<file path="config.mk">
export PLATFORM = sky130hd
export DESIGN_NAME = pwm_multi_ch_flat
export DESIGN_NICKNAME = d
export VERILOG_FILES = /design/src/rtl/pwm_multi_ch_pkg.sv /design/src/rtl/pwm_multi_ch_if.sv /design/src/rtl/pwm_multi_ch_cmp.sv /design/src/rtl/pwm_multi_ch.sv /design/src/flat_wrapper.sv
export SDC_FILE = /design/constraint.sdc
export NUM_CORES = 1
export LEC_CHECK = 0
export ABC_AREA = 0
export CORE_MARGIN = 8
export CORE_UTILIZATION = 54
export CTS_BUF_LIST = sky130_fd_sc_hd__clkbuf_8
export CTS_CLUSTER_SIZE = 40
export DETAILED_ROUTE_END_ITERATION = 16
export GPL_ROUTABILITY_DRIVEN = 1
export PLACE_DENSITY = 0.76
export SLEW_MARGIN = 25
export SYNTH_ARGS = -nofsm -noshare
export SYNTH_HDL_FRONTEND = slang
export SYNTH_HIERARCHICAL = 1
export SYNTH_SLANG_ARGS = --single-unit
</file>
<file path="constraint.sdc">
create_clock -name clk -period 3.2 [get_ports clk]
set_input_delay 0.64 -clock clk [delete_from_list [all_inputs] [get_ports clk]]
set_output_delay 0.64 -clock clk [all_outputs]
set_load 0.01 [all_outputs]
</file>
<file path="src/rtl/pwm_multi_ch_pkg.sv">
// Shared constants for the multi-channel PWM block: mode encoding and the
// counter direction type, which doubles as the state of the counter FSM.
// No ports; imported by the top-level module.
package pwm_pkg;

    localparam logic MODE_EDGE   = 1'b0;
    localparam logic MODE_CENTER = 1'b1;

    // Counter direction. DIR_DOWN is only ever reached in center-aligned mode.
    typedef enum logic {
        DIR_UP   = 1'b0,
        DIR_DOWN = 1'b1
    } dir_e;

endpackage

</file>
<file path="src/rtl/pwm_multi_ch_if.sv">
// Control/status bundle between register logic and the PWM block.
// master: control side drives enable/load/mode/period/duty, reads outputs.
// slave:  PWM block reads control, drives pwm_out/period_end/pending.
interface pwm_multi_ch_if #(
    parameter int WIDTH    = 16,
    parameter int CHANNELS = 4
);
    logic                      enable;
    logic                      load;
    logic                      mode;
    logic [WIDTH-1:0]          period;
    logic [CHANNELS*WIDTH-1:0] duty;
    logic [CHANNELS-1:0]       pwm_out;
    logic                      period_end;
    logic                      pending;

    modport master (
        output enable, load, mode, period, duty,
        input  pwm_out, period_end, pending
    );

    modport slave (
        input  enable, load, mode, period, duty,
        output pwm_out, period_end, pending
    );
endinterface

</file>
<file path="src/rtl/pwm_multi_ch_cmp.sv">
// One PWM channel: active duty register (updated on the apply strobe) and a
// registered compare against the shared counter; output lags cnt_i by 1 cycle.
// Ports: clk, rst, cnt_i, run_i, apply_i, shadow_duty_i in; pwm_o out.
module pwm_ch_cmp #(
    parameter int WIDTH = 16
) (
    input  logic             clk,
    input  logic             rst,
    input  logic [WIDTH-1:0] cnt_i,
    input  logic             run_i,
    input  logic             apply_i,
    input  logic [WIDTH-1:0] shadow_duty_i,
    output logic             pwm_o
);
    logic [WIDTH-1:0] duty_act_q;
    logic             pwm_q;

    always_ff @(posedge clk) begin
        if (rst) begin
            duty_act_q <= '0;
            pwm_q      <= 1'b0;
        end else begin
            // Compare uses the duty active in this cycle; a newly applied
            // duty only affects the first sample of the next period.
            pwm_q <= run_i && (cnt_i < duty_act_q);
            if (apply_i) begin
                duty_act_q <= shadow_duty_i;
            end
        end
    end

    assign pwm_o = pwm_q;
endmodule

</file>
<file path="src/rtl/pwm_multi_ch.sv">
// Multi-channel PWM: shared edge/center-aligned period counter with
// double-buffered period/duty/mode applied only at period boundaries.
// Ports: clk, rst (sync, active-high), bus (slave modport of pwm_multi_ch_if).
module pwm_multi_ch
    import pwm_pkg::*;
#(
    parameter int WIDTH    = 16,
    parameter int CHANNELS = 4
) (
    input  logic           clk,
    input  logic           rst,
    pwm_multi_ch_if.slave  bus
);
    logic [WIDTH-1:0]          cnt_q;
    dir_e                      dir_q;
    logic [WIDTH-1:0]          per_act_q;
    logic [WIDTH-1:0]          per_sh_q;
    logic                      mode_act_q;
    logic                      mode_sh_q;
    logic [CHANNELS*WIDTH-1:0] duty_sh_q;
    logic                      pending_q;
    logic                      period_end_q;
    logic [CHANNELS-1:0]       pwm_q;

    logic                      run;
    logic [WIDTH-1:0]          per_last;
    logic                      terminal;
    logic                      boundary;
    logic                      apply;

    always_comb begin
        run      = bus.enable && (per_act_q != '0);
        // per_last wraps when per_act_q==0, but that case is idle (run=0)
        // and boundary is forced, so the wrapped value is never used.
        per_last = per_act_q - WIDTH'(1);
        if (mode_act_q == MODE_CENTER) begin
            terminal = (dir_q == DIR_DOWN) && (cnt_q == '0);
        end else begin
            terminal = (cnt_q == per_last);
        end
        // Idle cycles count as boundaries so a pending load lands at once.
        boundary = !run || terminal;
        apply    = boundary && pending_q;
    end

    // Counter / direction FSM.
    always_ff @(posedge clk) begin
        if (rst) begin
            cnt_q        <= '0;
            dir_q        <= DIR_UP;
            period_end_q <= 1'b0;
        end else begin
            period_end_q <= run && terminal;
            if (boundary) begin
                cnt_q <= '0;
                dir_q <= DIR_UP;
            end else begin
                case (dir_q)
                    DIR_UP: begin
                        // Only center mode reaches the top here; the top
                        // count is held one extra cycle while turning round.
                        if (cnt_q == per_last) begin
                            dir_q <= DIR_DOWN;
                        end else begin
                            cnt_q <= cnt_q + WIDTH'(1);
                        end
                    end
                    DIR_DOWN: cnt_q <= cnt_q - WIDTH'(1);
                    default:  dir_q <= DIR_UP;
                endcase
            end
        end
    end

    // Shadow/active registers. On a load coinciding with apply, the active
    // set takes the old shadow and the new values stay pending.
    always_ff @(posedge clk) begin
        if (rst) begin
            per_act_q  <= '0;
            per_sh_q   <= '0;
            mode_act_q <= MODE_EDGE;
            mode_sh_q  <= MODE_EDGE;
            duty_sh_q  <= '0;
            pending_q  <= 1'b0;
        end else begin
            if (apply) begin
                per_act_q  <= per_sh_q;
                mode_act_q <= mode_sh_q;
            end
            if (bus.load) begin
                per_sh_q  <= bus.period;
                mode_sh_q <= bus.mode;
                duty_sh_q <= bus.duty;
                pending_q <= 1'b1;
            end else if (apply) begin
                pending_q <= 1'b0;
            end
        end
    end

    for (genvar g = 0; g < CHANNELS; g++) begin : g_ch
        pwm_ch_cmp #(.WIDTH(WIDTH)) u_cmp (
            .clk           (clk),
            .rst           (rst),
            .cnt_i         (cnt_q),
            .run_i         (run),
            .apply_i       (apply),
            .shadow_duty_i (duty_sh_q[g*WIDTH +: WIDTH]),
            .pwm_o         (pwm_q[g])
        );
    end

    assign bus.pwm_out    = pwm_q;
    assign bus.period_end = period_end_q;
    assign bus.pending    = pending_q;
endmodule

</file>
<file path="src/flat_wrapper.sv">
// flat-port wrapper written by rule: the top's interface ports become plain ports
module pwm_multi_ch_flat import pwm_pkg::*;
#(
    parameter int WIDTH    = 16,
    parameter int CHANNELS = 4
)
  (clk, rst, bus_enable, bus_load, bus_mode, bus_period, bus_duty, bus_pwm_out, bus_period_end, bus_pending);
  pwm_multi_ch_if #(.WIDTH(WIDTH), .CHANNELS(CHANNELS)) bus_i ();
  input  logic clk;
  input  logic rst;
  input wire logic [$bits(bus_i.enable)-1:0] bus_enable;
  input wire logic [$bits(bus_i.load)-1:0] bus_load;
  input wire logic [$bits(bus_i.mode)-1:0] bus_mode;
  input wire logic [$bits(bus_i.period)-1:0] bus_period;
  input wire logic [$bits(bus_i.duty)-1:0] bus_duty;
  output wire logic [$bits(bus_i.pwm_out)-1:0] bus_pwm_out;
  output wire logic [$bits(bus_i.period_end)-1:0] bus_period_end;
  output wire logic [$bits(bus_i.pending)-1:0] bus_pending;
  assign bus_i.enable = bus_enable;
  assign bus_i.load = bus_load;
  assign bus_i.mode = bus_mode;
  assign bus_i.period = bus_period;
  assign bus_i.duty = bus_duty;
  assign bus_pwm_out = bus_i.pwm_out;
  assign bus_period_end = bus_i.period_end;
  assign bus_pending = bus_i.pending;
  pwm_multi_ch #(.WIDTH(WIDTH), .CHANNELS(CHANNELS)) u_core (.clk(clk), .rst(rst), .bus(bus_i));
endmodule
</file>
==> metrics.md <==
| Metric | Value |
|---|---|
| Row cnt | 48 |
| DIE AREA | about 22000 um^2 |
| Starting DRT DRC Count | roughly 440 |
| Antenna Nets Post-Route | 0 |
| Worst hold margin | ~0.5 ns |
| Synth Cell Area | between 9000 and 10000 um^2 |
| Kind of end point of the critical path | flip-flop |
| I/O pin count | around 90 |
| Hold/Removal Path Class | reg -> reg |
| Leakage Power | approximately 4.8 nW |
| Core Region | around 17000 um^2 |
| Share of cells above drive strength 1 | between 9 and 10% |
| Vias per std cell | roughly 5.5 |
| Total track usage | roughly a fifth |
| DRC Markers | 0 |
| Sw power | between 1 and 1.5 mW |
| Post-Synthesis Cells | between 1000 and 1500 |
| Slew Viols, Final | 0 |
| Top_reg_cell synth | dfxtp_1 |
| Initial Utilization | 54.8% |
| # nets final | 1290 |
| CTS tree | yes |
| TritonRoute pass-1 iters | 5 |
| WS Path Type | reg -> reg |
| HPWL Detailed | between 15 and 20 mm |
| Combinational share of power | roughly 15% |
| Internal power | ~3.5 mW |
| Syn Area/Cell | around 9.3 um^2 |
| PwrDens | ~420 nW/um^2 |
| Initial antenna violation count | 0 |
| Reg power frac | a little over 50% |
| Distinct cells, synth | 50 |
| Slew @ Worst Pin | 0.882 ns |
| WP data required | between 3 and 4 ns |
| Maximum clock rate | 312 MHz |
| Post-layout min period | 3.21 ns |
| Reg2Reg Depth | 10 |
| Vias in the first global route | ~7300 |
| Post-CTS Hold Fix Bufs | 0 |
| Asr flop ratio synth | 0% |
| Clk_lat worst skew | 0.46 ns |
| Hold depth | 2 |
| Tot Pwr | 4.76 mW |
| Max Cap Violations | 0 |
| Share of the yosys chip area belonging to registers | between 30% and 40% |
| Final Skew | 0.0105 ns |
| Status | complete, but fails checks |
| Clock Pin Slew Worst Setup and Hold Paths | 0.09 ns |
| Number of synthesized flops with an enable pin | 0 |
| Longest Clk Path Bufs | 2 |
| Final Hold Vio Count | 0 |
| Dpl cells | 1324 |
| Synth warnings | 6 |
| Htree depth | 4 |
| Unrepaired setup endpoints after global routing | yes |
| Fin cells | between 1000 and 1500 |
| Die Height | roughly 150 um |
| Port buffer count | 90 |
| Vias | between 7000 and 8000 |
| Final setup viols | 1 |
| RePlAce Congestion | around 0.90 |
| PnR worst setup slack | -0.00746 ns |
| Critical path peak fanout | 8 |
| Overflow after GRT | 0 |
| Syn nets | ~1200 |
| Clock sinks | between 150 and 200 |
| First-pass GRT wire length | approximately 35 mm |
| Arr. time, crit path | 3.56 ns |
| Fin crit share | 100% |
| Highest ir drop seen on vdd | between 200 and 300 uV |
| Seq cells post-synth | 185 |
| Switching Share | ~26% |
| Die X | about 150 um |
| Startpoint Class | flip-flop |
| FILL cells | roughly 1400 |
| CTS buffer count | 17 |
| Setup TNS | -0.00746 ns |
| Failing checks | negative setup slack |
| Post-Route WL | approximately 22 mm |
| Power share of the clock group | 33.2% |
| Drt wl/cell | ~16 um |
| Root Driver | clkbuf_8 |
| Worst slew margin | between 40% and 50% |
| Largest net degree at the start of global routing | 85 |
| ANT cells | 0 |
| Area delta synth->final | 20.8% |
layer usage:
metal	vias to the layer above	routed length, um	GRT usage [%]
met5	-	0	0
met4	0	406	6.27
met3	34	1010	3.80
met2	150	11100	33.6
met1	3548	9650	24.2
li1	3771	-	-
registers in the layout, summed over array words and instances, names as in the netlist, 4 cells and up:
signal	cells
u_core/duty_sh_q	64
u_core/g_ch.u_cmp/duty_act_q	64
u_core/cnt_q	16
u_core/per_act_q	16
u_core/per_sh_q	16
u_core/g_ch.u_cmp/pwm_o	4
path summary, 6_finish.rpt:
check                                                      start                              to  slack (ns)
worst max register to register  u_core/per_act_q[6]$_SDFFE_PP0P_    u_core/cnt_q[9]$_SDFFE_PP0P_      -0.007
worst min register to register     u_core/mode_sh_q$_SDFFE_PP0P_  u_core/mode_act_q$_SDFFE_PP0P_        0.49
worst max-delay path            u_core/per_act_q[6]$_SDFFE_PP0P_    u_core/cnt_q[9]$_SDFFE_PP0P_      -0.007
worst min-delay path               u_core/mode_sh_q$_SDFFE_PP0P_  u_core/mode_act_q$_SDFFE_PP0P_        0.49
cells by family after synthesis:
group	count (synthesis)	share of synthesized area, %
AO/OA/AOI/OAI	173	11.8
flip-flops	185	39.3
XOR/XNOR	29	2.70
buffers and inverters	126	5.94
multiplexers	158	16.8
AND/OR/NAND/NOR	271	13.2
adder cells (fa/ha/maj)	76	10.2
power by group through the flow:
| stage | Clock (mW) | Sequential (mW) | Combinational (mW) |
|---|---|---|---|
| floorplan | 0 | 2.49 | 0.445 |
| global placement | 0 | 2.51 | 0.649 |
| detailed placement | 0 | 2.52 | 0.661 |
| CTS | 1.62 | 2.46 | 0.667 |
| global route | 1.71 | 2.48 | 0.784 |
| finish | 1.58 | 2.46 | 0.719 |
synth_stat cells, drive strengths merged, types with 15 or more instances:
cell type,count,area [um^2]
o211ai,24,180
nand2,17,63.8
nor2,181,679
o21a,15,113
dfxtp,185,3700
xnor2,21,184
o21ai,40,200
clkbuf,28,105
mux2i,158,1580
buf,23,173
ha,75,938
inv,75,282
a21oi,56,295
stage by stage:
step                      setup slack (ns)  utilization [%]  instance area [um^2]
after detailed placement          -0.00899             62.4                 10700
after global placement              0.0753             62.4                 10700
final                             -0.00746             66.2                 11400
after CTS                           0.0140             64.7                 11100
after global routing               -0.0802             66.2                 11400
after floorplan                     -0.121                -                  9440
placed cells by master, fill, tap and decap left out, types with 5 or more instances in the layout:
cell type / instances
xnor2_1: 20
nor3b_1: 9
buf_4: 42
nor2_1: 180
nand4_1: 10
inv_1: 78
buf_12: 6
mux2i_1: 158
a21o_1: 9
o211ai_1: 24
nor4_1: 7
dfxtp_1: 184
xor2_1: 8
clkbuf_8: 17
clkdlybuf4s50_1: 88
nor3_1: 5
o21a_1: 15
o21ai_0: 39
a211o_1: 5
nor2b_1: 5
a21oi_1: 48
ha_1: 74
a211oi_1: 5
a21oi_2: 8
nand2_1: 17
cell type report:
cell class	instances	area, um^2	area share (%)
clock buffers	17	234	2.06
inverters	75	282	2.47
well taps	225	282	2.47
clock inverters	14	160	1.41
multi-input cells	707	5260	46.3
repair buffers	143	1450	12.7
flip-flops and latches	185	3700	32.6
timing repair:
action,CTS,global route
setup buffers,0,5
setup endpoints to repair,10,99
pin swaps,0,11
resized for setup,2,23
gates cloned,0,6
critical path: stages, from the launching register on:
cell	delay, ns
dfxtp_2	0.34
or4_4	0.53
or4_4	0.49
o211ai_1	0.22
o211ai_1	0.14
or4_4	0.58
o41ai_4	0.26
buf_4	0.19
or3_4	0.15
clkbuf_16	0.16
nor2_1	0.05
Power figures use the tool's default switching activity.
